$ cat config.mk
export PLATFORM = sky130hd
export DESIGN_NAME = fetch_sequencer
export DESIGN_NICKNAME = d
export VERILOG_FILES = /design/src/rtl/fetch_sequencer.sv
export SDC_FILE = /design/constraint.sdc
export NUM_CORES = 1
export LEC_CHECK = 0
export BUFFER_PORTS_ARGS = -buffer_cell sky130_fd_sc_hd__buf_4
export CAP_MARGIN = 20
export CORE_MARGIN = 4
export CORE_UTILIZATION = 46
export DETAILED_ROUTE_END_ITERATION = 8
export PLACE_DENSITY = 0.76
export SETUP_SLACK_MARGIN = 0.15
export SLEW_MARGIN = 20
export SYNTH_ARGS = -nofsm -noshare
export SYNTH_HDL_FRONTEND = slang
export SYNTH_SLANG_ARGS = --single-unit
export TNS_END_PERCENT = 100
$ cat constraint.sdc
create_clock -name clk -period 1.61 [get_ports clk]
set_clock_uncertainty 0.05 [all_clocks]
set_input_delay 0.161 -clock clk [delete_from_list [all_inputs] [get_ports clk]]
set_output_delay 0.161 -clock clk [all_outputs]
set_load 0.01 [all_outputs]
$ cat src/rtl/fetch_sequencer.sv
// Instruction fetch front end: owns the program counter, captures the ROM
// word into a registered IF/ID slot with a valid/ready handshake, applies
// branch/jump redirects and stops fetching once a halt opcode is captured.
module fetch_sequencer #(
    parameter int               PC_W     = 16,
    parameter logic [PC_W-1:0]  RESET_PC = 16'd1,
    parameter logic [4:0]       HALT_OP  = 5'b11010
) (
    input  logic            clk,
    input  logic            reset,
    output logic [PC_W-1:0] rom_pc,
    input  logic [8:0]      rom_instr,
    output logic            if_valid,
    input  logic            if_ready,
    output logic [8:0]      if_instr,
    output logic [PC_W-1:0] if_pc,
    input  logic            redirect_valid,
    input  logic [PC_W-1:0] redirect_pc,
    input  logic            stall,
    input  logic            resume,
    output logic            halted,
    output logic [15:0]     fetch_count
);

    typedef enum logic {
        ST_RUN    = 1'b0,
        ST_HALTED = 1'b1
    } state_t;

    localparam logic [PC_W-1:0] PC_ONE = {{(PC_W-1){1'b0}}, 1'b1};

    state_t          state;
    logic [PC_W-1:0] pc;

    logic transfer;
    logic slot_free;
    logic is_halt_op;

    // Handshake and decode of the word currently presented by the ROM.
    always_comb begin
        transfer   = if_valid & if_ready;
        slot_free  = ~if_valid | if_ready;
        is_halt_op = (rom_instr[8:4] == HALT_OP);
    end

    // The ROM address is the pc register itself, never a combinational mux.
    assign rom_pc = pc;

    // Fetch FSM: pc, IF/ID slot, halt state and transfer counter.
    always_ff @(posedge clk) begin
        if (reset) begin
            state       <= ST_RUN;
            pc          <= RESET_PC;
            if_valid    <= 1'b0;
            if_instr    <= 9'd0;
            if_pc       <= '0;
            halted      <= 1'b0;
            fetch_count <= 16'd0;
        end else begin
            // Decode may take the slot in the same cycle it gets flushed, so
            // counting is independent of the state branches below.
            if (transfer && fetch_count != 16'hFFFF) begin
                fetch_count <= fetch_count + 16'd1;
            end

            case (state)
                ST_RUN: begin
                    if (redirect_valid) begin
                        pc       <= redirect_pc;
                        if_valid <= 1'b0;
                    end else if (stall) begin
                        if_valid <= if_valid & ~if_ready;
                    end else if (slot_free) begin
                        if_instr <= rom_instr;
                        if_pc    <= pc;
                        if_valid <= 1'b1;
                        if (is_halt_op) begin
                            // pc parks on the halt address; resume restarts at RESET_PC
                            state  <= ST_HALTED;
                            halted <= 1'b1;
                        end else begin
                            pc <= pc + PC_ONE;
                        end
                    end
                end
                ST_HALTED: begin
                    if (resume) begin
                        state    <= ST_RUN;
                        halted   <= 1'b0;
                        pc       <= RESET_PC;
                        if_valid <= 1'b0;
                    end else if (transfer) begin
                        if_valid <= 1'b0;
                    end
                end
                default: begin
                    state <= ST_RUN;
                end
            endcase
        end
    end

endmodule
==> results.yml, run 1 <==
synth:
  netlist-cell-type-count: 60
  postSynthCellCount: 358
  synth-edff-count: 0
  yosys_warnings: 0
  seq_area_frac_synth_pct: 41.08
  synth_fp_nets: 391
  synth_area_mm2: 0.002924
  dominantRegCellSynth: "dfxtp_1"
  synth.avg_cell_area_um2: 8.168
  ys_seq_elements: 60
  synthArstFlopShare_pct: 0
floorplan:
  ioPinCount: 90
  initial_core_util_pct: 48.25
  rows: 28
  die_area_mm2: 0.007697
  die_height_um: 87.73
  die_w_um: 87.73
  coreArea_mm2: 0.006061
clock_network:
  cts_hold_buf: 0
  clockBufferDepth: 2
  htree_levels: 3
  cts_sinks: 60
  worstSkewPairLatency_ns: 0.34
  clk_transition_reported_paths_ns: 0.07
  cts_tree: "built"
  cts_root_buf: "clkbuf_8"
  cts_buffers: 9
worst_setup_path:
  cp-start-kind: "flop"
  reg2reg_slack_ns: -0.08
  reg2reg_from: "fetch_count[0]"
  reg2reg_depth: 6
  required_ns: 1.78
  crit_type: "reg2reg"
  crit_arrival_ns: 1.86
  cp-end-kind: "flop"
  rr_endpoint: "fetch_count[5]"
  startpoint: "fetch_count[0]"
  path_max_fanout: 3
detailed_routing:
  drtIter0Drc: 300
  wire_per_inst_um: 18.21
  vias: 3496
  routed_wl_mm: 10.69
  first_pass_iters: 5
  drcViolationCount: 0
  viasPerCell: 5.956
  antenna_left: 0
pwr:
  powerDensity_mw_per_mm2: 688.4
  peakVddDrop_mv: 0.5812
  p_leak_uw: 0.002156
  total_power_uw: 3501
layout:
  diodes: 0
  multi_input_area_mm2: 0.002218
  nets: 541
  nFillCells: 331
  area.sequential_mm2: 0.001264
  area_growth_syn_to_layout_pct: 73.90
  fin_area_mm2: 0.005085
  drive_gt1_share_pct: 61.52
timing:
  slew-limit-headroom_pct: 74.43
  rsz0062_at_grt: "true"
  worst_pin_slew_ns: 0.3807
  finalHoldViolations: 0
  setup_viol: 11
  setup_ws_ns: -0.07663
  max_freq_mhz: 592.9
  slew_viol_final: 0
  finalCritPeriodShare_pct: 104.8
  min_period_ns: 1.687
  worst_hold_slack_ns: 0.02669
flow_run:
  drv_cap: 0
placed_design:
  post_dp_cell_area_mm2: 0.004153
  place_ws_ns: -0.02157
  io_buffers: 89
  dp_hpwl_mm: 6.551
  gp_congestion: 0.8532
global_route:
  grt_pass1_wl_mm: 16.38
  first_global_vias: 3313
  antenna_found_initial: 0
  gr-total-overflow: 0
  grt_use_total_pct: 27.12
  grt_max_degree: 37
hold_path:
  min_path_cells: 3
  hp-class: "in2reg"
  hp-start: "rom_instr[0]"
  hold_end: "if_instr[0]"
run_status:
  violations: "setup timing"
  outcome: "finished with violations"
## cell families after synthesis
logic type	Yosys count	synth area share (%)
mux	4	1.412
simple gates	163	29.14
compound gates	95	20.75
xor+xnor	8	2.396
flops	60	41.08
buf+inv	26	4.364
fa+ha+maj	2	0.8557
## placed cells by master, fill, tap and decap left out, drive strengths merged, types with 3 or more instances in the layout
cell	count
a211oi	3
a21oi	47
a31oi	5
and3	3
buf	157
clkbuf	13
dfxtp	60
inv	8
mux2i	3
nand2	75
nand3	13
nand4	8
nor2	29
nor3	15
nor4	5
o2111ai	3
o211ai	3
o21ai	13
or2	3
xnor2	5
xor2	3
## per-stage QoR
| step | utilization (%) | cells | setup TNS, ns |
|---|---|---|---|
| after floorplan | - | 358 | -0.01991 |
| after global placement | 68.52 | 559 | 0 |
| after detailed placement | 68.52 | 559 | -0.03166 |
| after CTS | 78.61 | 582 | -0.02820 |
| after global routing | 83.90 | 587 | -1.702 |
| final | 83.90 | 587 | -0.2809 |
## report_power, final
group	total, uW	internal (uW)	switching, uW	leakage [uW]
Sequential	1580	1520	53.4	0.000504
Clock	1250	672	581	0.0000953
Combinational	670	323	347	0.00156
## what timing repair did
action,CTS,global route
buffers inserted,6,5
pin swaps,68,31
setup endpoints to repair,56,57
gates resized for setup,105,61
cloned,2,0
## synthesized netlist by cell type (all sizes together), types with 2 or more instances
master,n,area share [%]
ha,2,0.86
a221oi,2,0.60
o211ai,3,0.77
xor2,3,0.90
nor4,5,2.6
or2,3,0.64
and3,3,0.64
mux2i,3,1.0
nand4,8,2.7
o211a,2,0.68
or3,2,0.60
clkbuf,7,1.2
o31ai,2,0.51
o2111ai,3,1.1
dfxtp,60,41
a21oi,47,8.0
nor3,15,3.3
o32ai,2,0.60
nor2,29,3.7
a31oi,5,1.1
a32o,2,0.68
a22o,2,0.60
nor2b,2,0.43
o21ai,13,2.2
buf,10,1.7
a211oi,3,1.2
nand3,13,2.4
inv,8,1.0
and4,2,0.64
a311oi,2,0.60
xnor2,5,1.5
nand2,75,9.6
a21o,2,0.51
## worst max-delay path, cell delays in order (launching register included)
cell       delay (ns)
dfxtp_4          0.37
ha_4             0.16
nand2_4          0.04
or4_4            0.50
o2111ai_4        0.21
xor2_1           0.19
nor2_1           0.06
## sequential cells by signal (all words and copies together) (netlist names)
| name | flops |
|---|---|
| if_instr | 9 |
| if_valid | 1 |
| fetch_count | 16 |
| state | 1 |
| rom_pc | 16 |
| halted | 1 |
| if_pc | 16 |
## how the worst max path moves through the flow
stage               slack [ns]  depth (start not counted)        endpoint
floorplan                -0.02                          5  fetch_count[5]
global placement         0.006                          7       rom_pc[9]
detailed placement       -0.02                          6  fetch_count[5]
CTS                      -0.03                          6  fetch_count[5]
global route             -0.13                          6  fetch_count[5]
finish                   -0.08                          6  fetch_count[5]
## routing by layer
layer	global-route usage [%]	up-vias	part of all wire [%]
met5	0	-	0
met4	11.99	0	3.4
met3	5.268	41	8.0
met2	44.38	199	50
met1	34.64	1676	38
li1	-	1580	-
## final cells by class
class	count	share of cell area, %
Multi-Input combinational cell	272	43.63
Clock buffer	13	3.322
Clock inverter	2	0.1969
Inverter	8	0.5906
Tap cell	75	1.845
Timing Repair Buffer	157	25.57
Sequential cell	60	24.85
Note: power is estimated with default switching activity, not from simulation.
==> inputs of run 2 (changes only) <==
--- a/config.mk
+++ b/config.mk
@@ -12,6 +12,7 @@
 export DETAILED_ROUTE_END_ITERATION = 8
 export PLACE_DENSITY = 0.76
 export SETUP_SLACK_MARGIN = 0.15
+export SKIP_CTS_REPAIR_TIMING = 1
 export SLEW_MARGIN = 20
 export SYNTH_ARGS = -nofsm -noshare
 export SYNTH_HDL_FRONTEND = slang
==> results.yml, run 2 (synthesis gave the netlist of run 1 again) <==
run_status:
  outcome: "finished with violations"
  violations: "setup timing"
pwr:
  peakVddDrop_mv: 0.6238
  p_comb_share_pct: 18.5
  p_leak_uw: 0.002046
  powerDensity_mw_per_mm2: 708.7
  switching_power_uw: 964.2
  power_frac_seq_pct: 45.2
  p_int_uw: 2509
  swShare_pct: 27.76
  total_power_uw: 3473
  p_clk_share_pct: 36.2
clock_network:
  clockBufferDepth: 2
  clk_transition_reported_paths_ns: 0.07
  cts_tree: "built"
  cts_root_buf: "clkbuf_8"
  cts_sinks: 60
  worstSkewPairLatency_ns: 0.34
  cts_buffers: 9
  htree_levels: 3
worst_setup_path:
  slowest_delay_ns: 0.48
  crit_arrival_ns: 1.87
  path_cells: "ha_4, nand2_4, or4_4, o2111ai_2, xor2_1, nor2_1"
  cp-end-kind: "flop"
  crit_buf_inv: 0
  crit_family: "simple AND/OR/NAND/NOR gates"
  path_max_fanout: 4
  cp-start-kind: "flop"
  crit_type: "reg2reg"
  cp_slowest_cell: "or4_4"
  required_ns: 1.77
timing:
  finalHoldViolations: 0
  finalCritPeriodShare_pct: 105.9
  rsz0062_at_grt: "true"
  worst_pin_slew_ns: 0.3537
  max_freq_mhz: 586.5
  slew-limit-headroom_pct: 76.37
  min_period_ns: 1.705
  setup_viol: 2
  slew_viol_final: 0
  setup_ws_ns: -0.09508
detailed_routing:
  vias: 3382
  viasPerCell: 5.791
  first_pass_iters: 4
  antenna_left: 0
  drtIter0Drc: 227
  routed_wl_mm: 10.16
  wire_per_inst_um: 17.40
  drcViolationCount: 0
layout:
  drive_gt1_share_pct: 59.53
  final_common_cell: "buf_4"
  fin_area_mm2: 0.004901
  area_growth_syn_to_layout_pct: 67.61
  nets: 538
  mostFrequentLayoutCells: "136 x buf_4, 46 x nand2_1, 33 x dfxtp_1"
  diodes: 0
global_route:
  first_global_vias: 2997
  grt_max_degree: 37
  grt_use_total_pct: 23.69
  grt_pass1_wl_mm: 14.35
  antenna_found_initial: 0
  gr-total-overflow: 0
flow_run:
  drv_cap: 0
floorplan:
  die_w_um: 87.73
  coreArea_mm2: 0.006061
  die_height_um: 87.73
  initial_core_util_pct: 48.25
  rows: 28
  ioPinCount: 90
  die_area_mm2: 0.007697
placed_design:
  dp_hpwl_mm: 6.551
  io_buffers: 89
  post_dp_cell_area_mm2: 0.004153
  gp_congestion: 0.8532
hold_path:
  hp-class: "in2reg"
-- run 2: routing by layer --
layer / routed length (um) / GRT usage [%] / vias up
met4: 248 / 10.60 / 0
met2: 5081 / 36.92 / 149
met3: 739 / 5.644 / 24
met1: 4091 / 31.13 / 1629
met5: 0 / 0 / -
li1: - / - / 1580
-- run 2: path summary, 6_finish.rpt --
kind / endpoint / startpoint / depth (start not counted) / slack (ns)
min reg2reg: if_instr[6] / if_instr[6] / 2 / 0.42
max reg2reg: fetch_count[5] / fetch_count[0] / 6 / -0.1
min: if_instr[0] / rom_instr[0] / 3 / 0.03
max: fetch_count[5] / fetch_count[0] / 6 / -0.1
-- run 2: final cells by class --
class	count	area (um^2)
Inverter	8	30.03
Clock inverter	2	10.01
Multi-Input combinational cell	272	2076
Tap cell	75	93.84
Timing Repair Buffer	154	1262
Clock buffer	13	168.9
Sequential cell	60	1260
Fill cell	382	1160
-- run 2: power groups by stage --
stage,sequential (uW),clock [uW],combinational [uW]
2_1_floorplan,1630,0,225
3_3_place_gp,1590,0,506
3_5_place_dp,1590,0,515
4_1_cts,1560,1260,518
5_1_grt,1580,1350,683
6_report,1570,1260,643
-- run 2: worst min-delay path, stage by stage --
cell and delay [ns]:
buf_4 0.11, nand2_1 0.06, a21oi_2 0.05
-- run 2: per-stage QoR --
stage | instances | worst slack (ns) | util, % | hold slack, ns | setup TNS [ns]
after CTS | 574 | -0.04263 | 71.47 | 0.01456 | -0.09621
after global placement | 559 | 0.005509 | 68.52 | 0.3678 | 0
final | 584 | -0.09508 | 80.86 | 0.02803 | -0.1727
after global routing | 584 | -0.2046 | 80.86 | 0.02811 | -1.198
after detailed placement | 559 | -0.02157 | 68.52 | 0.3705 | -0.03166
after floorplan | 358 | -0.01991 | - | 0.2470 | -0.01991
